$ cat config.mk
export PLATFORM = sky130hd
export DESIGN_NAME = lsu_arbiter_flat
export DESIGN_NICKNAME = d
export VERILOG_FILES = /design/src/rtl/lsu_arbiter_if.sv /design/src/rtl/lsu_arbiter.sv /design/src/flat_wrapper.sv
export SDC_FILE = /design/constraint.sdc
export NUM_CORES = 1
export LEC_CHECK = 0
export CORE_MARGIN = 2
export CORE_UTILIZATION = 43
export DETAILED_ROUTE_END_ITERATION = 16
export PLACE_DENSITY = 0.89
export SYNTH_ARGS = -nofsm -noshare
export SYNTH_HDL_FRONTEND = slang
export SYNTH_SLANG_ARGS = --single-unit
$ cat constraint.sdc
create_clock -name i_clk -period 2.4 [get_ports i_clk]
set_clock_uncertainty 0.05 [all_clocks]
set_input_delay 0.24 -clock i_clk [delete_from_list [all_inputs] [get_ports i_clk]]
set_output_delay 0.24 -clock i_clk [all_outputs]
set_load 0.1 [all_outputs]
$ cat src/rtl/lsu_arbiter_if.sv
// Bus bundle between the two LSU requesters, the arbiter and the LSU.
// Port names keep their arbiter-side direction prefixes.
interface lsu_arbiter_if;
    logic        i_m0_req;
    logic [31:0] i_m0_addr;
    logic [31:0] i_m0_wdata;
    logic        i_m0_wren;
    logic [2:0]  i_m0_funct3;
    logic        o_m0_gnt;
    logic        o_m0_done;
    logic [31:0] o_m0_rdata;

    logic        i_m1_req;
    logic [31:0] i_m1_addr;
    logic [31:0] i_m1_wdata;
    logic        i_m1_wren;
    logic [2:0]  i_m1_funct3;
    logic        o_m1_gnt;
    logic        o_m1_done;
    logic [31:0] o_m1_rdata;

    logic [31:0] o_lsu_addr;
    logic [31:0] o_lsu_data;
    logic        o_lsu_wren;
    logic [2:0]  o_funct3;
    logic [31:0] i_ld_data;
    logic        o_busy;

    modport slave (
        input  i_m0_req, i_m0_addr, i_m0_wdata, i_m0_wren, i_m0_funct3,
        input  i_m1_req, i_m1_addr, i_m1_wdata, i_m1_wren, i_m1_funct3,
        input  i_ld_data,
        output o_m0_gnt, o_m0_done, o_m0_rdata,
        output o_m1_gnt, o_m1_done, o_m1_rdata,
        output o_lsu_addr, o_lsu_data, o_lsu_wren, o_funct3, o_busy
    );

    modport master (
        output i_m0_req, i_m0_addr, i_m0_wdata, i_m0_wren, i_m0_funct3,
        output i_m1_req, i_m1_addr, i_m1_wdata, i_m1_wren, i_m1_funct3,
        output i_ld_data,
        input  o_m0_gnt, o_m0_done, o_m0_rdata,
        input  o_m1_gnt, o_m1_done, o_m1_rdata,
        input  o_lsu_addr, o_lsu_data, o_lsu_wren, o_funct3, o_busy
    );
endinterface

$ cat src/rtl/lsu_arbiter.sv
// Round-robin arbiter sharing the LSU port between the CPU data port (0)
// and the debug/loader port (1); one access cycle, fixed load latency.
module lsu_arbiter #(
    parameter int LD_LAT = 1
) (
    input  logic         i_clk,
    input  logic         i_rst,
    lsu_arbiter_if.slave bus
);
    typedef enum logic [1:0] {IDLE, ACCESS, WAIT, DONE} state_t;

    localparam logic [1:0] CNT_INIT =
        (LD_LAT > 0) ? 2'(LD_LAT - 1) : 2'd0;

    state_t      state, state_nxt;
    logic [1:0]  cnt, cnt_nxt;
    logic        last_gnt;
    logic        owner;
    logic [31:0] cmd_addr;
    logic [31:0] cmd_wdata;
    logic        cmd_wren;
    logic [2:0]  cmd_funct3;
    logic [31:0] rdata0, rdata1;
    logic        done0, done1;
    logic        arb_en, gnt0, gnt1, capture;

    // Reset gates the grants so every output is 0 while i_rst is low.
    always_comb begin
        arb_en = i_rst && (state == IDLE || state == DONE);
        gnt0   = arb_en && bus.i_m0_req && (!bus.i_m1_req || last_gnt);
        gnt1   = arb_en && bus.i_m1_req && (!bus.i_m0_req || !last_gnt);
    end

    always_comb begin
        state_nxt = state;
        cnt_nxt   = cnt;
        capture   = 1'b0;
        unique case (state)
            IDLE, DONE: begin
                state_nxt = (gnt0 || gnt1) ? ACCESS : IDLE;
            end
            ACCESS: begin
                if (cmd_wren) begin
                    state_nxt = DONE;
                end else if (LD_LAT == 0) begin
                    capture   = 1'b1;
                    state_nxt = DONE;
                end else begin
                    cnt_nxt   = CNT_INIT;
                    state_nxt = WAIT;
                end
            end
            WAIT: begin
                if (cnt == 2'd0) begin
                    capture   = 1'b1;
                    state_nxt = DONE;
                end else begin
                    cnt_nxt = cnt - 2'd1;
                end
            end
            default: state_nxt = IDLE;
        endcase
    end

    always_ff @(posedge i_clk or negedge i_rst) begin
        if (!i_rst) begin
            state      <= IDLE;
            cnt        <= 2'd0;
            last_gnt   <= 1'b1;
            owner      <= 1'b0;
            cmd_addr   <= '0;
            cmd_wdata  <= '0;
            cmd_wren   <= 1'b0;
            cmd_funct3 <= '0;
            rdata0     <= '0;
            rdata1     <= '0;
            done0      <= 1'b0;
            done1      <= 1'b0;
        end else begin
            state <= state_nxt;
            cnt   <= cnt_nxt;
            done0 <= (state_nxt == DONE) && !owner;
            done1 <= (state_nxt == DONE) && owner;
            if (gnt0) begin
                cmd_addr   <= bus.i_m0_addr;
                cmd_wdata  <= bus.i_m0_wdata;
                cmd_wren   <= bus.i_m0_wren;
                cmd_funct3 <= bus.i_m0_funct3;
                owner      <= 1'b0;
                last_gnt   <= 1'b0;
            end else if (gnt1) begin
                cmd_addr   <= bus.i_m1_addr;
                cmd_wdata  <= bus.i_m1_wdata;
                cmd_wren   <= bus.i_m1_wren;
                cmd_funct3 <= bus.i_m1_funct3;
                owner      <= 1'b1;
                last_gnt   <= 1'b1;
            end
            if (capture && !owner) rdata0 <= bus.i_ld_data;
            if (capture && owner)  rdata1 <= bus.i_ld_data;
        end
    end

    assign bus.o_m0_gnt   = gnt0;
    assign bus.o_m1_gnt   = gnt1;
    assign bus.o_m0_done  = done0;
    assign bus.o_m1_done  = done1;
    assign bus.o_m0_rdata = rdata0;
    assign bus.o_m1_rdata = rdata1;
    assign bus.o_lsu_addr = cmd_addr;
    assign bus.o_lsu_data = cmd_wdata;
    assign bus.o_funct3   = cmd_funct3;
    assign bus.o_lsu_wren = (state == ACCESS) && cmd_wren;
    assign bus.o_busy     = (state != IDLE);
endmodule

$ cat src/flat_wrapper.sv
// flat-port wrapper written by rule: the top's interface ports become plain ports
module lsu_arbiter_flat 
#(
    parameter int LD_LAT = 1
)
  (i_clk, i_rst, bus_i_m0_req, bus_i_m0_addr, bus_i_m0_wdata, bus_i_m0_wren, bus_i_m0_funct3, bus_i_m1_req, bus_i_m1_addr, bus_i_m1_wdata, bus_i_m1_wren, bus_i_m1_funct3, bus_i_ld_data, bus_o_m0_gnt, bus_o_m0_done, bus_o_m0_rdata, bus_o_m1_gnt, bus_o_m1_done, bus_o_m1_rdata, bus_o_lsu_addr, bus_o_lsu_data, bus_o_lsu_wren, bus_o_funct3, bus_o_busy);
  lsu_arbiter_if bus_i ();
  input  logic i_clk;
  input  logic i_rst;
  input wire logic [$bits(bus_i.i_m0_req)-1:0] bus_i_m0_req;
  input wire logic [$bits(bus_i.i_m0_addr)-1:0] bus_i_m0_addr;
  input wire logic [$bits(bus_i.i_m0_wdata)-1:0] bus_i_m0_wdata;
  input wire logic [$bits(bus_i.i_m0_wren)-1:0] bus_i_m0_wren;
  input wire logic [$bits(bus_i.i_m0_funct3)-1:0] bus_i_m0_funct3;
  input wire logic [$bits(bus_i.i_m1_req)-1:0] bus_i_m1_req;
  input wire logic [$bits(bus_i.i_m1_addr)-1:0] bus_i_m1_addr;
  input wire logic [$bits(bus_i.i_m1_wdata)-1:0] bus_i_m1_wdata;
  input wire logic [$bits(bus_i.i_m1_wren)-1:0] bus_i_m1_wren;
  input wire logic [$bits(bus_i.i_m1_funct3)-1:0] bus_i_m1_funct3;
  input wire logic [$bits(bus_i.i_ld_data)-1:0] bus_i_ld_data;
  output wire logic [$bits(bus_i.o_m0_gnt)-1:0] bus_o_m0_gnt;
  output wire logic [$bits(bus_i.o_m0_done)-1:0] bus_o_m0_done;
  output wire logic [$bits(bus_i.o_m0_rdata)-1:0] bus_o_m0_rdata;
  output wire logic [$bits(bus_i.o_m1_gnt)-1:0] bus_o_m1_gnt;
  output wire logic [$bits(bus_i.o_m1_done)-1:0] bus_o_m1_done;
  output wire logic [$bits(bus_i.o_m1_rdata)-1:0] bus_o_m1_rdata;
  output wire logic [$bits(bus_i.o_lsu_addr)-1:0] bus_o_lsu_addr;
  output wire logic [$bits(bus_i.o_lsu_data)-1:0] bus_o_lsu_data;
  output wire logic [$bits(bus_i.o_lsu_wren)-1:0] bus_o_lsu_wren;
  output wire logic [$bits(bus_i.o_funct3)-1:0] bus_o_funct3;
  output wire logic [$bits(bus_i.o_busy)-1:0] bus_o_busy;
  assign bus_i.i_m0_req = bus_i_m0_req;
  assign bus_i.i_m0_addr = bus_i_m0_addr;
  assign bus_i.i_m0_wdata = bus_i_m0_wdata;
  assign bus_i.i_m0_wren = bus_i_m0_wren;
  assign bus_i.i_m0_funct3 = bus_i_m0_funct3;
  assign bus_i.i_m1_req = bus_i_m1_req;
  assign bus_i.i_m1_addr = bus_i_m1_addr;
  assign bus_i.i_m1_wdata = bus_i_m1_wdata;
  assign bus_i.i_m1_wren = bus_i_m1_wren;
  assign bus_i.i_m1_funct3 = bus_i_m1_funct3;
  assign bus_i.i_ld_data = bus_i_ld_data;
  assign bus_o_m0_gnt = bus_i.o_m0_gnt;
  assign bus_o_m0_done = bus_i.o_m0_done;
  assign bus_o_m0_rdata = bus_i.o_m0_rdata;
  assign bus_o_m1_gnt = bus_i.o_m1_gnt;
  assign bus_o_m1_done = bus_i.o_m1_done;
  assign bus_o_m1_rdata = bus_i.o_m1_rdata;
  assign bus_o_lsu_addr = bus_i.o_lsu_addr;
  assign bus_o_lsu_data = bus_i.o_lsu_data;
  assign bus_o_lsu_wren = bus_i.o_lsu_wren;
  assign bus_o_funct3 = bus_i.o_funct3;
  assign bus_o_busy = bus_i.o_busy;
  lsu_arbiter #(.LD_LAT(LD_LAT)) u_core (.i_clk(i_clk), .i_rst(i_rst), .bus(bus_i));
endmodule
### Word-level counts from Yosys, hierarchy flattened

Index checks and enable logic that the tools add are counted.

* bits in registers: 140
* output and inout port bits: 137

* $add $sub $neg: 1
* equality and inequality tests: 6
* mux-type cells: 19
* reduce and logical (&&, ||, !) cells: 25

Operators by type and width (number)
* 32-bit 2-to-1 mux: 4
* 1-bit logical AND: 10
* 1-bit 2-to-1 mux: 8
* 2-bit equality test (second input constant): 3
* 2-bit 2-to-1 mux: 3
* 3-bit 2-to-1 mux: 2
* 2-bit one-hot mux with 3 select lines: 1
* 2-bit nonzero test: 3
* 1-bit zero test: 4
* 2-bit zero test: 2
* 1-bit logical OR: 4
* 2-bit != test (second input constant): 2
* 2-bit one-hot mux with 2 select lines: 1
* 3-bit AND reduction: 1
* 2-bit by 1-bit equality test with 1-bit output (second input constant): 1
* 2-bit OR reduction: 1
* 2-bit by 1-bit subtractor with 2-bit output (second input constant): 1

### Depth between registers and ports, before layout

Gate-level depths: netlist of run 1.

* word-level depth: 10
* gate-level depth with buffers: 8

### Worst setup path before layout of run 1

OpenSTA, ideal clock, no wires.

* kind: register -> output
* start point: reg u_core.state[0]
* end point: out bus_o_m1_gnt
* arrival: 2.656 ns
* setup slack: -0.546 ns
* stages on the path, launching flop included: 8
* buffers on the path: 2
* cell sequence: dfrtp_1 > inv_1 > ha_1 > nor2b_1 > buf_2 > buf_1 > nand2_1 > nor2_1

* word-level cells in the longest chain between the ends: 5

RTL lines
* start: declaration: RTL line lsu_arbiter.sv:15 `state_t state, state_nxt;`
* start signal: assignment: RTL line lsu_arbiter.sv:80 `state <= state_nxt;`
* 2-bit equality test or 2-bit zero test (tied branches): RTL line lsu_arbiter.sv:29 `arb_en = i_rst && (state == IDLE || state == DONE);`
* 1-bit logical OR *: RTL line lsu_arbiter.sv:29
* 1-bit logical AND *: RTL line lsu_arbiter.sv:29
* 1-bit logical AND * (2 in series): RTL line lsu_arbiter.sv:31 `gnt1 = arb_en && bus.i_m1_req && (!bus.i_m0_req || !last_gnt);`
* end: declaration: RTL line flat_wrapper.sv:24 `output wire logic [$bits(bus_i.o_m1_gnt)-1:0] bus_o_m1_gnt;`

Mark *: on every way between the ends. The rest lies on a longest branch, timed or not.

### Worst setup path in the final report of run 1

Ends and elaborated chain as after synthesis.

==> reports/qor.txt, run 1 <==
status: finished, final reports clean
via count: 5963
post-synth cell types: 28
initial antenna violation count: 1
largest net degree at the start of global routing: 136
Slew HR: 0.440
n_diodes: 0
Worst-path clk slew: 60 ps
post-cts sizing count: 0
cell family with most CP delay: simple AND/OR/NAND/NOR gates
clk_lat worst skew: 410 ps
Tcrit/Tclk final: 0.945
largest area contributor in the netlist: dfrtp_1
startpoint types: flip-flop
crit-path max cell delay: 390 ps
Routed Antenna Nets: 0
die area: 17300 um2
area added between synthesis and finish: 51.4%
GR Util All Layers: 0.241
syn_area_per_cell: 12.2 um2
gr ovfl total: 0
DR DRC count: 0
nets: 1033
htree depth: 4
flops & latches, synth: 140
Mapped Area: 6980 um2
die width: 131 um
drt initial violations: 257
pre-CTS WS: 304 ps
sequential fraction of the synthesis area: 0.502
first-pass GRT wire length: 33100 um
CTS tree: done
Post-synth EDFFs: 0
CP Buf/Inv Count: 2
root cell of the clock tree: clkbuf_16
Worst setup EP type: output port
# Max-Cap Violations: 0
Max FO, Critical Path: 8
top_reg_cell synth: dfrtp_1
Setup TNS Final: 0 ps
worst slew pin tran: 841 ps
CORE AREA: 15900 um2
crit path cell chain: inv_1 -> ha_1 -> nor2b_4 -> nand2_1 -> nor2_4 -> buf_12
post-synth top area share: 0.498
syn nets: 747
total CTS buffers: 17
count leader, synth: dfrtp_1
drt total wl: 20800 um
CTS max path bufs: 2
IO Pins: 309
Hold WC Path Type: primary input to asynchronous set/reset pin
drt pass-1 iters: 4
Commonest cells post-synth: 139 x dfrtp_1, 75 x inv_1, 69 x o21ai_0
share of cells above drive strength 1: 0.376
final-report hold violation count: 0
asr flop ratio synth: 1.00
Setup violations, final: 0
vias in the first global route: 6134
RePlAce Congestion: 0.774
Ys Warns: 0
Peak Freq: 441 MHz
critical path data required time: 2110 ps
Routed wire per std cell: 19.2 um
input/output buffers: 308
Initial Util: 0.440
Vias/cell: 5.50
RSZ-0062 raised after global routing: no
crit path time final: 2270 ps
top area cells in the synthesized netlist: dfrtp_1 50%, o311ai_2 14%, mux2_2 10%, nand4_1 6.1%, o21ai_0 4.9%
critical path class: flip-flop to output port
Mapped Cells: 571
FP Rows: 46
WP data arrival: 1980 ps
Sinks on Clock Net: 140
CP max-delay cell: ha_1
DP Wirelength: 14500 um
Final WS setup: 133 ps
Die Height: 131 um
final number of max-transition violations: 0
[timing repair]
action / CTS / global route
setup buffers: 1 / 0
endpoints found under the setup margin: 1 / 0
hold buffers: 1 / 0
endpoints found under the hold margin: 51 / 0
[through the flow]
step / util / cell area [um2] / hold WS (ps) / cells
final: 0.665 / 10600 / 167 / 1085
after global routing: 0.665 / 10600 / 150 / 1085
after CTS: 0.665 / 10600 / 162 / 1085
after detailed placement: 0.625 / 9920 / -7.15 / 1052
after global placement: 0.625 / 9920 / -6.65 / 1052
after floorplan: - / 6990 / -106 / 571
[worst paths after layout]
kind                                           start                               endpoint  slack, ps  cells past startpoint
hold reg to reg             u_core.owner$_DFFE_PN0P_         u_core.bus.o_m0_done$_DFF_PN0_        420                      1
setup reg to reg           u_core.state[0]$_DFF_PN0_  u_core.bus.o_lsu_data[11]$_DFFE_PN0P_        200                      7
hold / removal                                 i_rst              u_core.state[0]$_DFF_PN0_        170                      2
max in group asynchronous                      i_rst  u_core.bus.o_lsu_data[24]$_DFFE_PN0P_       1150                      3
min in group i_clk                      bus_i_m0_req            u_core.cmd_wren$_DFFE_PN0P_        220                      3
setup / recovery           u_core.state[0]$_DFF_PN0_                           bus_o_m1_gnt        130                      6
[registers in the layout, summed over array words and instances, names as in the netlist]
signal / cells
u_core.bus.o_funct3: 3
u_core.bus.o_lsu_addr: 32
u_core.bus.o_lsu_data: 32
u_core.bus.o_m0_done: 1
u_core.bus.o_m0_rdata: 32
u_core.bus.o_m1_done: 1
u_core.bus.o_m1_rdata: 32
u_core.cmd_wren: 1
u_core.cnt: 2
u_core.last_gnt: 1
u_core.owner: 1
u_core.state: 2
[routing by layer]
| layer | wire, um | up-vias | global-route usage |
|---|---|---|---|
| met1 | 8220 | 2943 | 0.290 |
| met3 | 1610 | 38 | 0.0656 |
| met4 | 444 | 2 | 0.0779 |
| met5 | 13 | - | 0 |
| li1 | - | 2685 | - |
| met2 | 10500 | 295 | 0.419 |
[cells by family after synthesis]
family / share of synthesized area
compound gates: 0.228
flops: 0.502
buf+inv: 0.0851
simple gates: 0.0733
mux: 0.105
fa+ha+maj: 0.00717
[cell type report]
cell class / count / area [um2]
fill: 1192 / 5310
sequential: 140 / 3500
timing repair buffer: 326 / 2960
multi-input combinational: 297 / 2920
clock buffer: 17 / 425
inverter: 75 / 282
tap: 216 / 270
clock inverter: 14 / 205
[worst reg2reg max path, delay by kind of cell (launching register included)]
kind / cells / cell delay (ps)
fa+ha+maj: 1 / 390
flops: 1 / 370
compound gates: 1 / 140
simple gates: 2 / 500
buf+inv: 3 / 590
[cells in the final DEF, fill, tap and decap left out, types with 2 or more instances in the layout]
| cell type | synthesis | final |
|---|---|---|
| dfrtp_1 | 139 | 139 |
| o22ai_1 | 2 | 2 |
| nand4_1 | 68 | 68 |
| ha_1 | 4 | 4 |
| o311ai_2 | 58 | 58 |
| buf_4 | 1 | 147 |
| inv_1 | 75 | 75 |
| buf_12 | 0 | 7 |
| nand2_1 | 4 | 4 |
| clkbuf_16 | 0 | 17 |
| mux2_2 | 64 | 64 |
| nand2b_2 | 0 | 2 |
| bufinv_16 | 0 | 4 |
| clkdlybuf4s50_1 | 0 | 169 |
| a21oi_1 | 2 | 2 |
| nor2_1 | 4 | 2 |
| inv_6 | 0 | 6 |
| o311ai_4 | 10 | 10 |
| clkinvlp_4 | 0 | 2 |
| nor2_4 | 0 | 2 |
| o21ai_0 | 69 | 69 |
| clkinv_4 | 0 | 2 |
| nand3_1 | 2 | 2 |
Power of run 1 is not shown: default switching activity piles up to over one toggle a cycle in this logic, so the estimate is an artifact.
==> inputs of run 2 (changes only) <==
--- a/config.mk
+++ b/config.mk
@@ -5,10 +5,11 @@
 export SDC_FILE = /design/constraint.sdc
 export NUM_CORES = 1
 export LEC_CHECK = 0
-export CORE_MARGIN = 2
-export CORE_UTILIZATION = 43
+export CORE_AREA = 2 2 120 122
 export DETAILED_ROUTE_END_ITERATION = 16
-export PLACE_DENSITY = 0.89
+export DIE_AREA = 0 0 122 124
+export DONT_BUFFER_PORTS = 1
+export PLACE_DENSITY = 0.73
 export SYNTH_ARGS = -nofsm -noshare
 export SYNTH_HDL_FRONTEND = slang
 export SYNTH_SLANG_ARGS = --single-unit
==> constraint.sdc (replaced) <==
create_clock -name i_clk -period 2.65 [get_ports i_clk]
set_clock_uncertainty 0.05 [all_clocks]
set_input_delay 0.265 -clock i_clk [delete_from_list [all_inputs] [get_ports i_clk]]
set_output_delay 0.265 -clock i_clk [all_outputs]
set_load 0.1 [all_outputs]
==> run 2 against run 1 <==
The flow now finishes with violations (negative hold slack). Hold slack worse by 670 ps. Via count is 9.3% lower. Register-to-register slack worse by 60 ps. Non-clock buffer count down 158. First-iteration DRC count up 92%. Critical path depth increased by 1. Global-route usage increased by 1.8 points. Sequential share of layout area rose by 5.4 points. Critical endpoint is now u_core.bus.o_lsu_addr[9]$_DFFE_PN0P_.
==> reports/qor.txt, run 2 (same netlist as run 1, synthesis figures left out) <==
WP data arrival: 2760 ps (+780 ps)
die width: 122 um (-7.2%)
fin area: 9090 um2 (-14%)
FP Rows: 43 (-6.5%)
area added between synthesis and finish: 30.3%
worst slew pin tran: 963 ps (+122 ps)
status: finished with violations
Inst Count DP: 774 (-26%)
# Max-Cap Violations: 0 (unchanged)
CTS max path bufs: 2 (unchanged)
RePlAce Congestion: 0.802 (+3.6%)
input/output buffers: 0 (-100%)
first-pass GRT wire length: 29800 um (-9.9%)
Placed Area: 7610 um2 (-23%)
cell family with most CP delay: buffers and inverters
n_diodes: 0 (unchanged)
Die Height: 124 um (-5.6%)
CORE AREA: 13700 um2 (-14%)
startpoint types: flip-flop
die area: 15100 um2 (-12%)
CP Buf/Inv Count: 3 (+1)
crit path time final: 2510 ps
share of cells above drive strength 1: 0.367 (-0.00972)
DP Wirelength: 12500 um (-13%)
GR Util All Layers: 0.259 (+0.0177)
crit path cell chain: inv_1 -> ha_1 -> nor2b_4 -> and3_4 -> buf_12 -> o311ai_2 -> dlygate4sd3_1
Hold WC Path Type: primary input to asynchronous set/reset pin
largest net degree at the start of global routing: 143 (+5.1%)
initial antenna violation count: 0 (-1)
commonest non-fill, non-tap cells in the layout: 139 x dfrtp_1, 83 x buf_4, 78 x dlygate4sd3_1
Peak Freq: 398 MHz
drt initial violations: 493 (+92%)
final number of max-transition violations: 0 (unchanged)
Max FO, Critical Path: 21 (+13)
CP max-delay cell: dlygate4sd3_1
crit-path max cell delay: 570 ps (+180 ps)
Setup TNS Final: 0 ps (unchanged)
Worst-path clk slew: 60 ps (about the same)
Slew HR: 0.358 (-0.0816)
via count: 5408 (-9.3%)
clk_lat worst skew: 410 ps (about the same)
final-report hold violation count: 140 (+140)
RSZ-0062 raised after global routing: no
Initial Util: 0.509 (+0.0694)
DR DRC count: 0 (unchanged)
commonest non-fill, non-tap cell in the layout: dfrtp_1
nets: 875 (-15%)
hold slack: -506 ps (-673 ps)
total CTS buffers: 17 (unchanged)
critical path class: flip-flop to flip-flop
failing checks: negative hold slack
IO Pins: 309 (unchanged)
drt pass-1 iters: 5 (+1)
gr ovfl total: 0 (unchanged)
Worst setup EP type: flip-flop
Vias/cell: 6.06 (+10%)
root cell of the clock tree: clkbuf_16
Sinks on Clock Net: 140 (unchanged)
Tcrit/Tclk final: 0.948
Routed Antenna Nets: 0 (unchanged)
vias in the first global route: 5552 (-9.5%)
Final Non-Filler Cells: 892 (-18%)
drt total wl: 20200 um (-3.0%)
critical path data required time: 2900 ps (+790 ps)
htree depth: 4 (unchanged)
CTS tree: done
Routed wire per std cell: 22.6 um (+18%)
Setup violations, final: 0 (unchanged)
[run 2: repair_timing]
action                                  4_1_cts  5_1_grt
endpoints found under the hold margin       241      142
endpoints found under the setup margin        0        4
gates resized for setup                       0        2
setup buffers                                 0        8
hold buffers                                 76        2
[run 2: area by class of cell]
type,count,area [um2]
clock buffer,18,429
timing repair buffer,168,1530
tap,180,225
fill,971,4620
clock inverter,14,210
inverter,75,282
sequential,140,3500
multi-input combinational,297,2920
[run 2: metrics by stage]
step	hold WS (ps)	utilization	setup slack (ps)
5_1_grt	-530	0.663	13.3
3_5_place_dp	-77.8	0.554	506
6_report	-506	0.663	139
4_1_cts	-523	0.657	17.0
3_3_place_gp	-77.5	0.554	579
2_1_floorplan	-80.6	-	130
[run 2: path summary, 6_finish.rpt]
| kind | startpoint | endpoint | slack (ps) | cells past startpoint |
|---|---|---|---|---|
| worst max-delay path | u_core.state[0]$_DFF_PN0_ | u_core.bus.o_lsu_addr[9]$_DFFE_PN0P_ | 140 | 7 |
| worst min-delay path | i_rst | u_core.bus.o_m1_rdata[23]$_DFFE_PN0P_ | -510 | 0 |
| worst max register to register | u_core.state[0]$_DFF_PN0_ | u_core.bus.o_lsu_addr[9]$_DFFE_PN0P_ | 140 | 7 |
| worst min register to register | u_core.owner$_DFFE_PN0P_ | u_core.bus.o_m0_done$_DFF_PN0_ | 410 | 1 |
| max in group asynchronous | i_rst | u_core.last_gnt$_DFFE_PN1P_ | 2850 | 0 |
| min in group i_clk | bus_i_m1_wdata[9] | u_core.bus.o_lsu_data[9]$_DFFE_PN0P_ | 10 | 2 |
[run 2: layer usage]
layer	global-route usage	part of all wire	vias to the layer above
met2	0.460	0.52	331
met3	0.0911	0.10	50
met4	0.0927	0.026	0
met5	0	0	-
met1	0.287	0.35	2661
li1	-	-	2366
Power of run 2 is left out for the same reason.
==> inputs of run 3 (changes only) <==
--- a/config.mk
+++ b/config.mk
@@ -5,6 +5,7 @@
 export SDC_FILE = /design/constraint.sdc
 export NUM_CORES = 1
 export LEC_CHECK = 0
+export CAP_MARGIN = 25
 export CORE_AREA = 2 2 120 122
 export DETAILED_ROUTE_END_ITERATION = 16
 export DIE_AREA = 0 0 122 124
==> constraint.sdc (replaced) <==
create_clock -name i_clk -period 2.4 [get_ports i_clk]
set_clock_uncertainty 0.05 [all_clocks]
set_input_delay 0.24 -clock i_clk [delete_from_list [all_inputs] [get_ports i_clk]]
set_output_delay 0.24 -clock i_clk [all_outputs]
set_load 0.1 [all_outputs]
==> run 3 against run 2 <==
The flow still finishes with violations (negative hold slack). Wire length increased by 6.8%. Highest routed layer unchanged. Via count increased by 6.7%. Worst setup slack got worse by 38 ps. Largest cell class unchanged.
==> reports/qor.txt, run 3 (same netlist as run 1, synthesis figures left out) <==
commonest non-fill, non-tap cell in the layout: dlygate4sd3_1
Vias/cell: 6.03 (-0.55%)
Setup TNS Final: 0 ps (unchanged)
Slew HR: 0.367 (+0.00862)
drt initial violations: 339 (-31%)
Setup violations, final: 0 (unchanged)
final core utilization: 0.707 (+0.0444)
RePlAce Congestion: 0.784 (-2.2%)
crit path time final: 2300 ps
crit-path max cell delay: 390 ps (-180 ps)
critical path data required time: 2110 ps (-790 ps)
CTS max path bufs: 2 (unchanged)
Sinks on Clock Net: 140 (unchanged)
cell family with most CP delay: simple AND/OR/NAND/NOR gates
critical path class: flip-flop to output port
CP Buf/Inv Count: 2 (-1)
FP Rows: 43 (unchanged)
drt total wl: 21600 um (+6.8%)
fill count: 894 (-7.9%)
share of cells above drive strength 1: 0.331 (-0.0354)
WL met2: 10900 um (+4.3%)
Die Height: 124 um (unchanged)
CP max-delay cell: ha_1
Initial Util: 0.509 (unchanged)
Max FO, Critical Path: 13 (-38%)
DR WL met3: 2210 um (+7.5%)
Hold WC Path Type: primary input to asynchronous set/reset pin
root cell of the clock tree: clkbuf_16
failing checks: negative hold slack
status: finished with violations
WP data arrival: 2010 ps (-750 ps)
hold slack: -539 ps (-32.3 ps)
area added between synthesis and finish: 39.0%
startpoint types: flip-flop
drt pass-1 iters: 6 (+1)
CTS tree: done
Storage cell area: 3500 um2 (unchanged)
Peak Freq: 435 MHz
max layer used: met4
GR Util All Layers: 0.279 (+0.0207)
final number of max-transition violations: 0 (unchanged)
DP Wirelength: 12600 um (+0.77%)
final-report hold violation count: 140 (unchanged)
die area: 15100 um2 (unchanged)
htree depth: 4 (unchanged)
Routed wire per std cell: 22.5 um (-0.42%)
worst slew pin tran: 950 ps (-12.9 ps)
Met1 Routed Length: 7680 um (+7.6%)
gr ovfl total: 0 (unchanged)
DR DRC count: 0 (unchanged)
Worst setup EP type: output port
vias in the first global route: 6158 (+11%)
input/output buffers: 0 (unchanged)
die width: 122 um (unchanged)
total CTS buffers: 17 (unchanged)
CORE AREA: 13700 um2 (unchanged)
IO Pins: 309 (unchanged)
first-pass GRT wire length: 32700 um (+9.5%)
area of the multi-input gates: 2920 um2 (+0.17%)
postcts setup bufs: 0 (unchanged)
initial antenna violation count: 1 (+1)
worst reg2reg path depth: 6 (-1)
via count: 5770 (+6.7%)
Tcrit/Tclk final: 0.958
Routed Antenna Nets: 0 (unchanged)
total stage count of the critical path: 5 (-2)
crit path cell chain: inv_1 -> ha_1 -> nor2b_4 -> and3_4 -> buf_16
# Max-Cap Violations: 0 (unchanged)
nets: 939 (+7.3%)
clk_lat worst skew: 410 ps (about the same)
Worst-path clk slew: 60 ps (about the same)
RSZ-0062 raised after global routing: no
commonest non-fill, non-tap cells in the layout: 146 x dlygate4sd3_1, 139 x dfrtp_1, 80 x buf_4
largest net degree at the start of global routing: 143 (unchanged)
run 3: worst paths after layout:
check                                                             end  slack (ps)                       from
worst min-delay path            u_core.bus.o_lsu_addr[14]$_DFFE_PN0P_        -540                      i_rst
min in group i_clk              u_core.bus.o_lsu_addr[27]$_DFFE_PN0P_          20          bus_i_m1_addr[27]
worst max-delay path                                     bus_o_m0_gnt         100  u_core.state[0]$_DFF_PN0_
max in group asynchronous                 u_core.last_gnt$_DFFE_PN1P_        2550                      i_rst
worst min register to register         u_core.bus.o_m0_done$_DFF_PN0_         400   u_core.owner$_DFFE_PN0P_
worst max register to register   u_core.bus.o_lsu_data[0]$_DFFE_PN0P_         270  u_core.state[0]$_DFF_PN0_
run 3: stage by stage:
stage / setup WS [ps] / std cells / area (um2) / hold WS (ps)
after detailed placement: 348 / 776 / 7610 / -104
after global routing: 6.14 / 957 / 9700 / -558
after CTS: 60.4 / 954 / 9660 / -551
after floorplan: 185 / 571 / 6990 / -106
after global placement: 441 / 776 / 7610 / -102
final: 101 / 957 / 9700 / -539
run 3: layout make-up:
cell class / instances / share of cell area
Clock inverter: 14 / 0.0148
Timing Repair Buffer: 232 / 0.226
Multi-Input combinational cell: 297 / 0.301
Tap cell: 180 / 0.0232
Sequential cell: 140 / 0.361
Inverter: 75 / 0.0290
Clock buffer: 18 / 0.0442
Antenna cell: 1 / 0.000258
run 3: timing repair:
action,in CTS,in global routing
resized for setup,0,1
endpoints found under the hold margin,270,141
hold buffers,146,1
endpoints found under the setup margin,0,1
run 3: layer usage:
layer | GRT usage | vias to the layer above
li1 | - | 2492
met1 | 0.322 | 2827
met2 | 0.477 | 388
met3 | 0.0856 | 63
met4 | 0.132 | 0
met5 | 0 | -
Power of run 3 is left out for the same reason.
